--- src/rtl/chan_mux_rr_if.sv ---
// chan_mux_rr_if: producer-side channels plus the single downstream output of chan_mux_rr.
interface chan_mux_rr_if #(
    parameter int N_CH = 4,
    parameter int DW   = 8
);
    localparam int SW = $clog2(N_CH);
    logic [N_CH*DW-1:0] in_data;
    logic [N_CH-1:0]    in_valid;
    logic [N_CH-1:0]    in_ready;
    logic               mode;
    logic [SW-1:0]      sel;
    logic [DW-1:0]      out_data;
    logic [SW-1:0]      out_ch;
    logic               out_valid;
    logic               out_ready;
    modport master (output in_data, in_valid, mode, sel, out_ready,
                    input  in_ready, out_data, out_ch, out_valid);
    modport slave  (input  in_data, in_valid, mode, sel, out_ready,
                    output in_ready, out_data, out_ch, out_valid);
endinterface

--- src/rtl/chan_mux_rr.sv ---
// chan_mux_rr: N-channel registered mux, fixed-select or round-robin, valid/ready on both sides.
module chan_mux_rr #(
    parameter int N_CH = 4,
    parameter int DW   = 8
) (
    input logic         clk,
    input logic         rst_n,
    chan_mux_rr_if.slave bus
);
    localparam int SW = $clog2(N_CH);
    localparam int NP = 1 << SW;
    logic          can_load, gnt_v, xfer;
    logic [SW-1:0] gnt, idx, ptr;
    logic [NP-1:0] vpad, rpad;
    always_comb begin
        can_load = !bus.out_valid || bus.out_ready;
        vpad = '0;
        vpad[N_CH-1:0] = bus.in_valid;
        gnt = bus.sel;
        gnt_v = 1'b0;
        idx = '0;
        if (!bus.mode)
            gnt_v = (int'(bus.sel) < N_CH) && vpad[bus.sel];
        else
            // scan downwards so the lowest offset from ptr wins
            for (int k = N_CH - 1; k >= 0; k--) begin
                idx = SW'((int'(ptr) + k) % N_CH);
                if (vpad[idx]) begin
                    gnt = idx;
                    gnt_v = 1'b1;
                end
            end
        rpad = '0;
        rpad[gnt] = can_load && (bus.mode ? gnt_v : (int'(bus.sel) < N_CH));
        bus.in_ready = rst_n ? rpad[N_CH-1:0] : '0;
        xfer = gnt_v && can_load;
    end
    always_ff @(posedge clk or negedge rst_n) begin
        if (!rst_n) begin
            bus.out_valid <= 1'b0;
            bus.out_data  <= '0;
            bus.out_ch    <= '0;
            ptr           <= '0;
        end else if (xfer) begin
            bus.out_data  <= bus.in_data[int'(gnt)*DW +: DW];
            bus.out_ch    <= gnt;
            bus.out_valid <= 1'b1;
            if (bus.mode)
                ptr <= (int'(gnt) == N_CH - 1) ? '0 : gnt + 1'b1;
        end else if (bus.out_ready) begin
            bus.out_valid <= 1'b0;
        end
    end
endmodule
--- src/flat_wrapper.sv ---
// flat-port wrapper written by rule: the top's interface ports become plain ports
module chan_mux_rr_flat 
#(
    parameter int N_CH = 4,
    parameter int DW   = 8
)
  (clk, rst_n, bus_in_data, bus_in_valid, bus_mode, bus_sel, bus_out_ready, bus_in_ready, bus_out_data, bus_out_ch, bus_out_valid);
  chan_mux_rr_if #(.N_CH(N_CH), .DW(DW)) bus_i ();
  input logic clk;
  input logic rst_n;
  input wire logic [$bits(bus_i.in_data)-1:0] bus_in_data;
  input wire logic [$bits(bus_i.in_valid)-1:0] bus_in_valid;
  input wire logic [$bits(bus_i.mode)-1:0] bus_mode;
  input wire logic [$bits(bus_i.sel)-1:0] bus_sel;
  input wire logic [$bits(bus_i.out_ready)-1:0] bus_out_ready;
  output wire logic [$bits(bus_i.in_ready)-1:0] bus_in_ready;
  output wire logic [$bits(bus_i.out_data)-1:0] bus_out_data;
  output wire logic [$bits(bus_i.out_ch)-1:0] bus_out_ch;
  output wire logic [$bits(bus_i.out_valid)-1:0] bus_out_valid;
  assign bus_i.in_data = bus_in_data;
  assign bus_i.in_valid = bus_in_valid;
  assign bus_i.mode = bus_mode;
  assign bus_i.sel = bus_sel;
  assign bus_i.out_ready = bus_out_ready;
  assign bus_in_ready = bus_i.in_ready;
  assign bus_out_data = bus_i.out_data;
  assign bus_out_ch = bus_i.out_ch;
  assign bus_out_valid = bus_i.out_valid;
  chan_mux_rr #(.N_CH(N_CH), .DW(DW)) u_core (.clk(clk), .rst_n(rst_n), .bus(bus_i));
endmodule
--- config.mk ---
export PLATFORM = sky130hd
export DESIGN_NAME = chan_mux_rr_flat
export DESIGN_NICKNAME = d
export VERILOG_FILES = /design/src/rtl/chan_mux_rr_if.sv /design/src/rtl/chan_mux_rr.sv /design/src/flat_wrapper.sv
export SDC_FILE = /design/constraint.sdc
export NUM_CORES = 1
export LEC_CHECK = 0
export BUFFER_PORTS_ARGS = -buffer_cell sky130_fd_sc_hd__buf_2
export CAP_MARGIN = 25
export CORE_MARGIN = 10
export CORE_UTILIZATION = 25
export DETAILED_ROUTE_END_ITERATION = 10
export PLACE_DENSITY = 0.46
export SKIP_CTS_REPAIR_TIMING = 1
export SYNTH_ARGS = -nofsm -noshare
export SYNTH_HDL_FRONTEND = slang
export SYNTH_SLANG_ARGS = --single-unit
--- constraint.sdc ---
create_clock -name clk -period 3.8 [get_ports clk]
set_input_delay 0.95 -clock clk [delete_from_list [all_inputs] [get_ports clk]]
set_output_delay 0.95 -clock clk [all_outputs]
set_load 0.005 [all_outputs]
==> results of run 1 <==
-- placed cells by master (no fill, tap or decap), drive strengths merged --
master	count
nand3	1
a221o	1
a2111oi	8
nor4	1
o21ai	5
ha	1
nor2b	2
clkbuf	4
nor2	18
a32oi	1
nand2	13
o221ai	1
mux2i	11
buf	60
dfrtp	13
a22oi	1
a21o	2
nand3b	2
mux4	1
and3	1
a32o	1
and2	11
nand2b	3
a211oi	10
a21oi	3
inv	6
o31ai	1
-- worst reg2reg max path, cell delays in order (launching register included) --
cell and delay, ns:
dfrtp_1 0.58, mux2i_1 0.28, nand2_1 0.09, a211oi_2 0.33, o31ai_4 0.11, buf_4 0.20
a2111oi_0 0.35, a211oi_1 0.10
-- kinds of logic (layout without fill, tap and decap cells) --
| kind of cell | count (synthesis) | after routing | synth area share, % |
|---|---|---|---|
| DFF | 13 | 13 | 28.3 |
| AOI/OAI and AO/OA | 34 | 34 | 28.2 |
| muxes | 12 | 12 | 11.5 |
| buffers and inverters | 15 | 70 | 8.50 |
| adders and majority gates | 1 | 1 | 1.09 |
| and+or+nand+nor | 52 | 52 | 22.3 |
-- flip-flops by register name, summed over array words and instances (netlist names) --
register              flops
u_core.bus.out_data       8
u_core.ptr                2
u_core.bus.out_ch         2
u_core.bus.out_valid      1
-- through the flow --
step	instance area [sq um]	cells	setup slack (ns)	hold slack [ns]
global placement	1450	230	0.484	0.466
detailed placement	1450	230	0.483	0.475
floorplan	1150	127	0.505	0.473
finish	1490	234	0.466	0.480
CTS	1490	234	0.462	0.489
global route	1490	234	0.308	0.527
-- power breakdown --
part           internal (W)  total [W]  switching (W)
clock             0.0000741   0.000127      0.0000531
sequential         0.000200   0.000263      0.0000625
combinational      0.000209   0.000444       0.000235
-- final timing paths --
| path | to | cells after the start | from | slack, ns |
|---|---|---|---|---|
| setup / recovery | bus_in_ready[2] | 8 | bus_in_valid[3] | 0.47 |
| hold / removal | u_core.bus.out_ch[1] | 2 | u_core.bus.out_ch[1] | 0.48 |
| setup reg to reg | u_core.bus.out_data[1] | 7 | u_core.ptr[1] | 1.63 |
| hold reg to reg | u_core.bus.out_ch[1] | 2 | u_core.bus.out_ch[1] | 0.48 |
| max in group asynchronous | u_core.bus.out_data[4] | 2 | rst_n | 2.95 |
| min in group asynchronous | u_core.ptr[0] | 2 | rst_n | 0.67 |
-- cell type report --
cell class                 instances  area share, %
tap                               52           4.36
timing repair buffer              60           20.8
inverter                           6           1.51
sequential                        13           21.8
clock buffer                       4           3.02
multi-input combinational         99           48.6
-- routing by layer --
| layer | vias to the layer above | routed length (microns) |
|---|---|---|
| met5 | - | 0 |
| met4 | 0 | 30 |
| met3 | 2 | 286 |
| met2 | 35 | 1830 |
| met1 | 548 | 1570 |
| li1 | 572 | - |
==> out/metrics.cfg, run 1 <==
[final_layout]
area_growth_pct=30.1
fillers=466
final_nets=226
multiInputGateArea_sq_um=726
final_core_util_pct=33.8
drive_above_1_share_pct=43.4
diodes=0
seq_area_sq_um=325

[routing]
vias=1157
wl_per_cell_microns=15.9
drt_iter0_markers=24
wl_microns=3710
ant_nets=0
drt_first_pass_iters=4
viasPerCell=4.94
drcViolationCount=0

[logic_synthesis]
yosysWarnings=0
synth_cells=127
syn-cell-area_sq_um=1150
synth_ff_type=dfrtp_1
synth_fp_nets=170
synth.most_common_cell=nor2_1
ys_seq_elements=13
synth_edf_count=0
synth_area_per_cell_sq_um=9.04
ys_top_cells_by_area=dfrtp_1 28%, mux2i_1 9.6%, a2111oi_2 7.8%
yosys.area.top_type_share_pct=28.3
yosysTopAreaCell=dfrtp_1
ys_seq_area_share_pct=28.3
ys_types=34
synthTopCellsByCount=18 x nor2_1, 13 x dfrtp_1, 12 x nand2_1
async_reset_ff_share_pct=100

[grt]
use_met3_pct=3.16
grt_usage_pct=9.25
use_met1_pct=11.3
grt_pass1_vias=1193
grt.busiest_layer=met2
grt_pass1_wl_microns=5820
use_met2_pct=15.3
antenna_found_initial=0
grt-ovfl-total=0
grt_max_degree=17

[cts]
path_clk_slew_ns=0.06
cts_buffers=3
cts_sinks=13
clk_path_buf_depth=2
root_buffer=clkbuf_8
clk_latency_ns=0.24
cts_tree=done
htree_levels=1

[worst_setup_path]
path_delay_family=compound AO/OA/AOI/OAI gates
critPathBufInv=3
cpPeakStageDelay_ns=0.27
crit_type=in2out
crit_path_end_kind=primary output
cp-start-kind=primary input
required_ns=2.85
cp_max_fo=12
critical-path-slowest-cell=a211oi_1
crit_chain=buf_2 > nor2b_1 > a211oi_1 > a211oi_2 > o31ai_4 > buf_4 > and3_1 > buf_2
arrival_ns=2.38
crit_top_cell=buf_2

[floorplan]
dieArea_sq_um=7710
start_util_pct=26.0
rows=24
die_w_microns=87.8
core_sq_um=4410
die_h_microns=87.8
io-pin-count=57

[pwr]
power.density_nw_per_um2=558
p_total_w=0.000834
irDropWorstVdd_mv=0.217
p_leak_nw=0.712

[job]
drv_cap=0

[run_status]
status=complete, no violations

[timing]
slew_violations=0
fin_crit_sh_pct=87.7
relSlewSlack_pct=71.6
rsz0062_at_grt=false
setup_viol_count_final=0
fmax_mhz=300
hold_viol=0
period_needed_ns=3.33
fin_tns_setup_ns=0
skew_ns=0.00245
worst_pin_slew_ns=0.415

[place]
place_hpwl_microns=3000
io_buffers=56
gp_congestion=0.755

[hold_path]
hold_class=reg2reg

Note: power is estimated with default switching activity, not from simulation.
==> run 2, diff against run 1 <==
Settings changed: CELL_PAD_IN_SITES_DETAIL_PLACEMENT set to 2, CELL_PAD_IN_SITES_GLOBAL_PLACEMENT set to 2, PLACE_DENSITY 0.46 to 0.76.
==> run 2 against run 1 <==
Sequential cell count did not move; sequential share of layout area rose by 0.11 points; power increased by 1.2%; critical path depth did not move; fmax down 1.8%; global-route usage rose by 1.9 points; clock skew barely moved; hold slack better by 0.0037 ns; critical endpoint is now bus_in_ready[3]; largest cell class unchanged.
==> out/metrics.cfg, run 2 (synthesis gave the netlist of run 1 again) <==
[run_status]
status=complete, no violations

[final_layout]
top_regs=u_core.bus.out_data: 8 flops, u_core.bus.out_ch: 2 flops, u_core.ptr: 2 flops
finalInstanceArea_sq_um=1490
regMostFlops=u_core.bus.out_data
area_growth_pct=29.4
largest_reg_flops=8
fillers=513
layout_commonest_cell=buf_2
final_nets=225
final_cell_mix=56 x buf_2, 18 x nor2_1, 13 x dfrtp_1, 12 x nand2_1, 11 x mux2i_1
diodes=0
drive_above_1_share_pct=43.1
final_core_util_pct=33.7

[worst_setup_path]
required_ns=2.85
cp_max_fo=11
crit_path_end_kind=primary output
cpPeakStageDelay_ns=0.46
reg2reg_from=u_core.ptr[0]
ff2ff_setup_slack_ns=1.32
rr_worst_depth=7
cp-start-kind=primary input
crit_top_cell=buf_2
critical-path-slowest-cell=a32o_1
arrival_ns=2.45
crit_type=in2out
worstReg2RegEnd=u_core.bus.out_data[1]
crit_chain=buf_2 > inv_1 > a22oi_1 > a32o_1 > inv_2 > ha_1 > and2_1 > buf_2

[cts]
root_buffer=clkbuf_8
clk_latency_ns=0.24
htree_levels=1
path_clk_slew_ns=0.06
cts_sinks=13
cts_buffers=3
cts_tree=done
clk_path_buf_depth=2

[floorplan]
dieArea_sq_um=7710
io-pin-count=57
die_w_microns=87.8
rows=24
start_util_pct=26.0
core_sq_um=4410
die_h_microns=87.8

[pwr]
p_total_w=0.000845
power.density_nw_per_um2=568
p_leak_nw=0.707
irDropWorstVdd_mv=0.201

[grt]
grt_max_degree=17
grt_pass1_vias=1318
grt-ovfl-total=0
grt_pass1_wl_microns=6900
antenna_found_initial=0
grt_usage_pct=11.1

[routing]
vias=1173
drt_iter0_markers=28
drcViolationCount=0
viasPerCell=5.03
wl_microns=4240
wl_per_cell_microns=18.2
drt_first_pass_iters=2
ant_nets=0

[timing]
period_needed_ns=3.40
hold_viol=0
rsz0062_at_grt=false
fin_tns_setup_ns=0
whs_ns=0.484
relSlewSlack_pct=68.2
setup_viol_count_final=0
skew_ns=0.00252
slew_violations=0
worst_pin_slew_ns=0.465
fin_crit_sh_pct=89.4
fmax_mhz=294

[hold_path]
hp-start=u_core.bus.out_ch[1]
whs_endpoint=u_core.bus.out_ch[1]
holdPathStages=2
hold_class=reg2reg

[place]
io_buffers=56
place_area_sq_um=1440
place_hpwl_microns=3530
gp_congestion=0.750

[job]
drv_cap=0

## run 2: changes by cell type in the layout (fill, tap and decap cells not counted)
cell / delta
buf_4: -1
## run 2: cell type report
cell class                 count  area (sq um)  share of cell area (%)
tap                           52          65.1                    4.38
sequential                    13           325                    21.9
inverter                       6          22.5                    1.52
multi-input combinational     99           726                    48.8
clock buffer                   4          45.0                    3.03
timing repair buffer          59           303                    20.4
## run 2: layer usage
| layer | wire length [microns] | track usage (%) | vias to the layer above |
|---|---|---|---|
| met1 | 1670 | 11.9 | 576 |
| met3 | 252 | 3.71 | 2 |
| met4 | 40 | 3.04 | 0 |
| met5 | 0 | 0 | - |
| met2 | 2280 | 20.2 | 27 |
| li1 | - | - | 568 |
## run 2: per-stage QoR
step           worst slack, ns  std cells
3_3_place_gp             0.473        229
2_1_floorplan            0.505        127
5_1_grt                  0.240        233
6_report                 0.403        233
3_5_place_dp             0.406        229
4_1_cts                  0.385        233
## run 2: critical path, delay by kind of cell
family | cells | cell delay [ns]
simple gates | 1 | 0.13
buf+inv | 4 | 0.48
fa+ha+maj | 1 | 0.19
compound gates | 2 | 0.68
## run 2: worst max-delay path by stage
stage	slack, ns	to	from	depth (start not counted)
final	0.40	bus_in_ready[3]	bus_mode	8
after floorplan	0.51	bus_in_ready[3]	bus_in_valid[3]	9
after global placement	0.47	bus_in_ready[3]	bus_mode	8
after CTS	0.39	bus_in_ready[3]	bus_mode	8
after global routing	0.24	bus_in_ready[3]	bus_mode	8
after detailed placement	0.41	bus_in_ready[3]	bus_mode	8
## run 2: power by group
| group | internal (W) | switching [W] |
|---|---|---|
| sequential | 0.000200 | 0.0000654 |
| clock | 0.0000741 | 0.0000517 |
| combinational | 0.000205 | 0.000248 |
==> run 3, diff against run 2 <==
Settings changed: REMOVE_ABC_BUFFERS set to 1.
==> run 3 against run 2 <==
Fmax grew 0.34%; hold slack improved by 0.011 ns; power increased by 0.53%; clock skew is essentially flat; sequential power is essentially flat; combinational power hardly changed; sequential cell count unchanged; count of clock-buffer cells in the layout decreased by 1; global-route usage increased by 0.11 points; largest cell class unchanged.
==> out/metrics.cfg, run 3 (synthesis gave the netlist of run 1 again) <==
[pwr]
p_sw_w=0.000368
p_leak_nw=0.710
power.density_nw_per_um2=571
irDropWorstVdd_mv=0.140
p_total_w=0.000849
comb_power_share_pct=53.5
switching_share_pct=43.4
intPower_w=0.000481
p_seq_share_pct=31.4
p_clk_share_pct=15.1

[timing]
layout_setup_ws_ns=0.415
fmax_mhz=295
worst_pin_slew_ns=0.475
fin_tns_setup_ns=0
rsz0062_at_grt=false
period_needed_ns=3.39
fin_crit_sh_pct=89.1
setup_viol_count_final=0
slew_violations=0
relSlewSlack_pct=68.1
skew_ns=0.00293
hold_viol=0

[cts]
clk_latency_ns=0.24
path_clk_slew_ns=0.06
cts_tree=done
clk_path_buf_depth=2
htree_levels=1
cts_sinks=13
root_buffer=clkbuf_8
cts_buffers=3

[routing]
drt_first_pass_iters=2
ant_nets=0
viasPerCell=5.10
drt_iter0_markers=36
wl_per_cell_microns=18.4
wl_microns=4290
vias=1189
drcViolationCount=0

[place]
dp.cells=229
pre_cts_ws_ns=0.402
io_buffers=56
place_hpwl_microns=3590
gp_congestion=0.812

[floorplan]
die_w_microns=87.8
start_util_pct=26.0
core_sq_um=4410
io-pin-count=57
die_h_microns=87.8
rows=24
dieArea_sq_um=7710

[final_layout]
multiInputGateArea_sq_um=726
drive_above_1_share_pct=43.6
regMostFlops=u_core.bus.out_data
seq_area_sq_um=325
area_growth_pct=29.5
largest_reg_flops=8
diodes=0
final_cell_mix=56 x buf_2, 18 x nor2_1, 13 x dfrtp_1, 12 x nand2_1, 11 x mux2i_1
layout_commonest_cell=buf_2
top_regs=u_core.bus.out_data: 8 flops, u_core.bus.out_ch: 2 flops, u_core.ptr: 2 flops
fin_cells=233
final_nets=225
fillers=506

[worst_setup_path]
cp-start-kind=primary input
arrival_ns=2.44
required_ns=2.85
crit_path_end_kind=primary output
cp_max_fo=12
crit_type=in2out

[grt]
grt_max_degree=16
antenna_found_initial=0
grt_pass1_vias=1365
grt-ovfl-total=0
grt_usage_pct=11.2
grt_pass1_wl_microns=7020

[hold_path]
hold_class=reg2reg

[run_status]
status=complete, no violations

[job]
drv_cap=0

-- run 3: per-layer routing --
layer | GRT usage [%] | share of wire [%] | up-vias
li1 | - | - | 566
met4 | 3.19 | 0.79 | 0
met3 | 3.06 | 7.4 | 4
met5 | 0 | 0 | -
met2 | 19.4 | 49 | 44
met1 | 13.2 | 43 | 575
-- run 3: area by class of cell --
class / count / area share [%]
sequential: 13 / 21.9
tap: 52 / 4.37
clock buffer: 3 / 2.78
clock inverter: 1 / 0.336
multi-input combinational: 99 / 48.8
inverter: 6 / 1.51
timing repair buffer: 59 / 20.4
-- run 3: worst paths after layout --
kind,start,end,slack (ns),depth (start not counted)
max,bus_in_valid[2],bus_in_ready[2],0.41,8
min,u_core.bus.out_ch[0],u_core.bus.out_ch[0],0.50,2
max reg2reg,u_core.ptr[0],u_core.bus.out_data[1],1.58,7
min reg2reg,u_core.bus.out_ch[0],u_core.bus.out_ch[0],0.50,2
max in group asynchronous,rst_n,u_core.bus.out_data[7],2.94,1
min in group asynchronous,rst_n,u_core.bus.out_data[6],0.60,1
-- run 3: power by group through the flow --
stage	sequential [W]	combinational [W]	clock (W)
after global placement	0.000263	0.000448	0
final	0.000266	0.000454	0.000128
after detailed placement	0.000270	0.000466	0
after floorplan	0.000260	0.000277	0
after CTS	0.000267	0.000467	0.000133
after global routing	0.000281	0.000517	0.000141
-- run 3: critical path: stages --
cell,delay (ns)
buf_2,0.14
nor2_1,0.22
a221o_1,0.19
o21ai_0,0.16
o31ai_4,0.22
buf_4,0.24
and3_1,0.19
buf_2,0.12
-- run 3: per-stage QoR --
stage	instance area [sq um]	hold slack (ns)	utilization [%]
floorplan	1070	0.473	-
global placement	1440	0.469	32.7
detailed placement	1440	0.487	32.7
CTS	1490	0.503	33.7
global route	1490	0.549	33.7
finish	1490	0.495	33.7
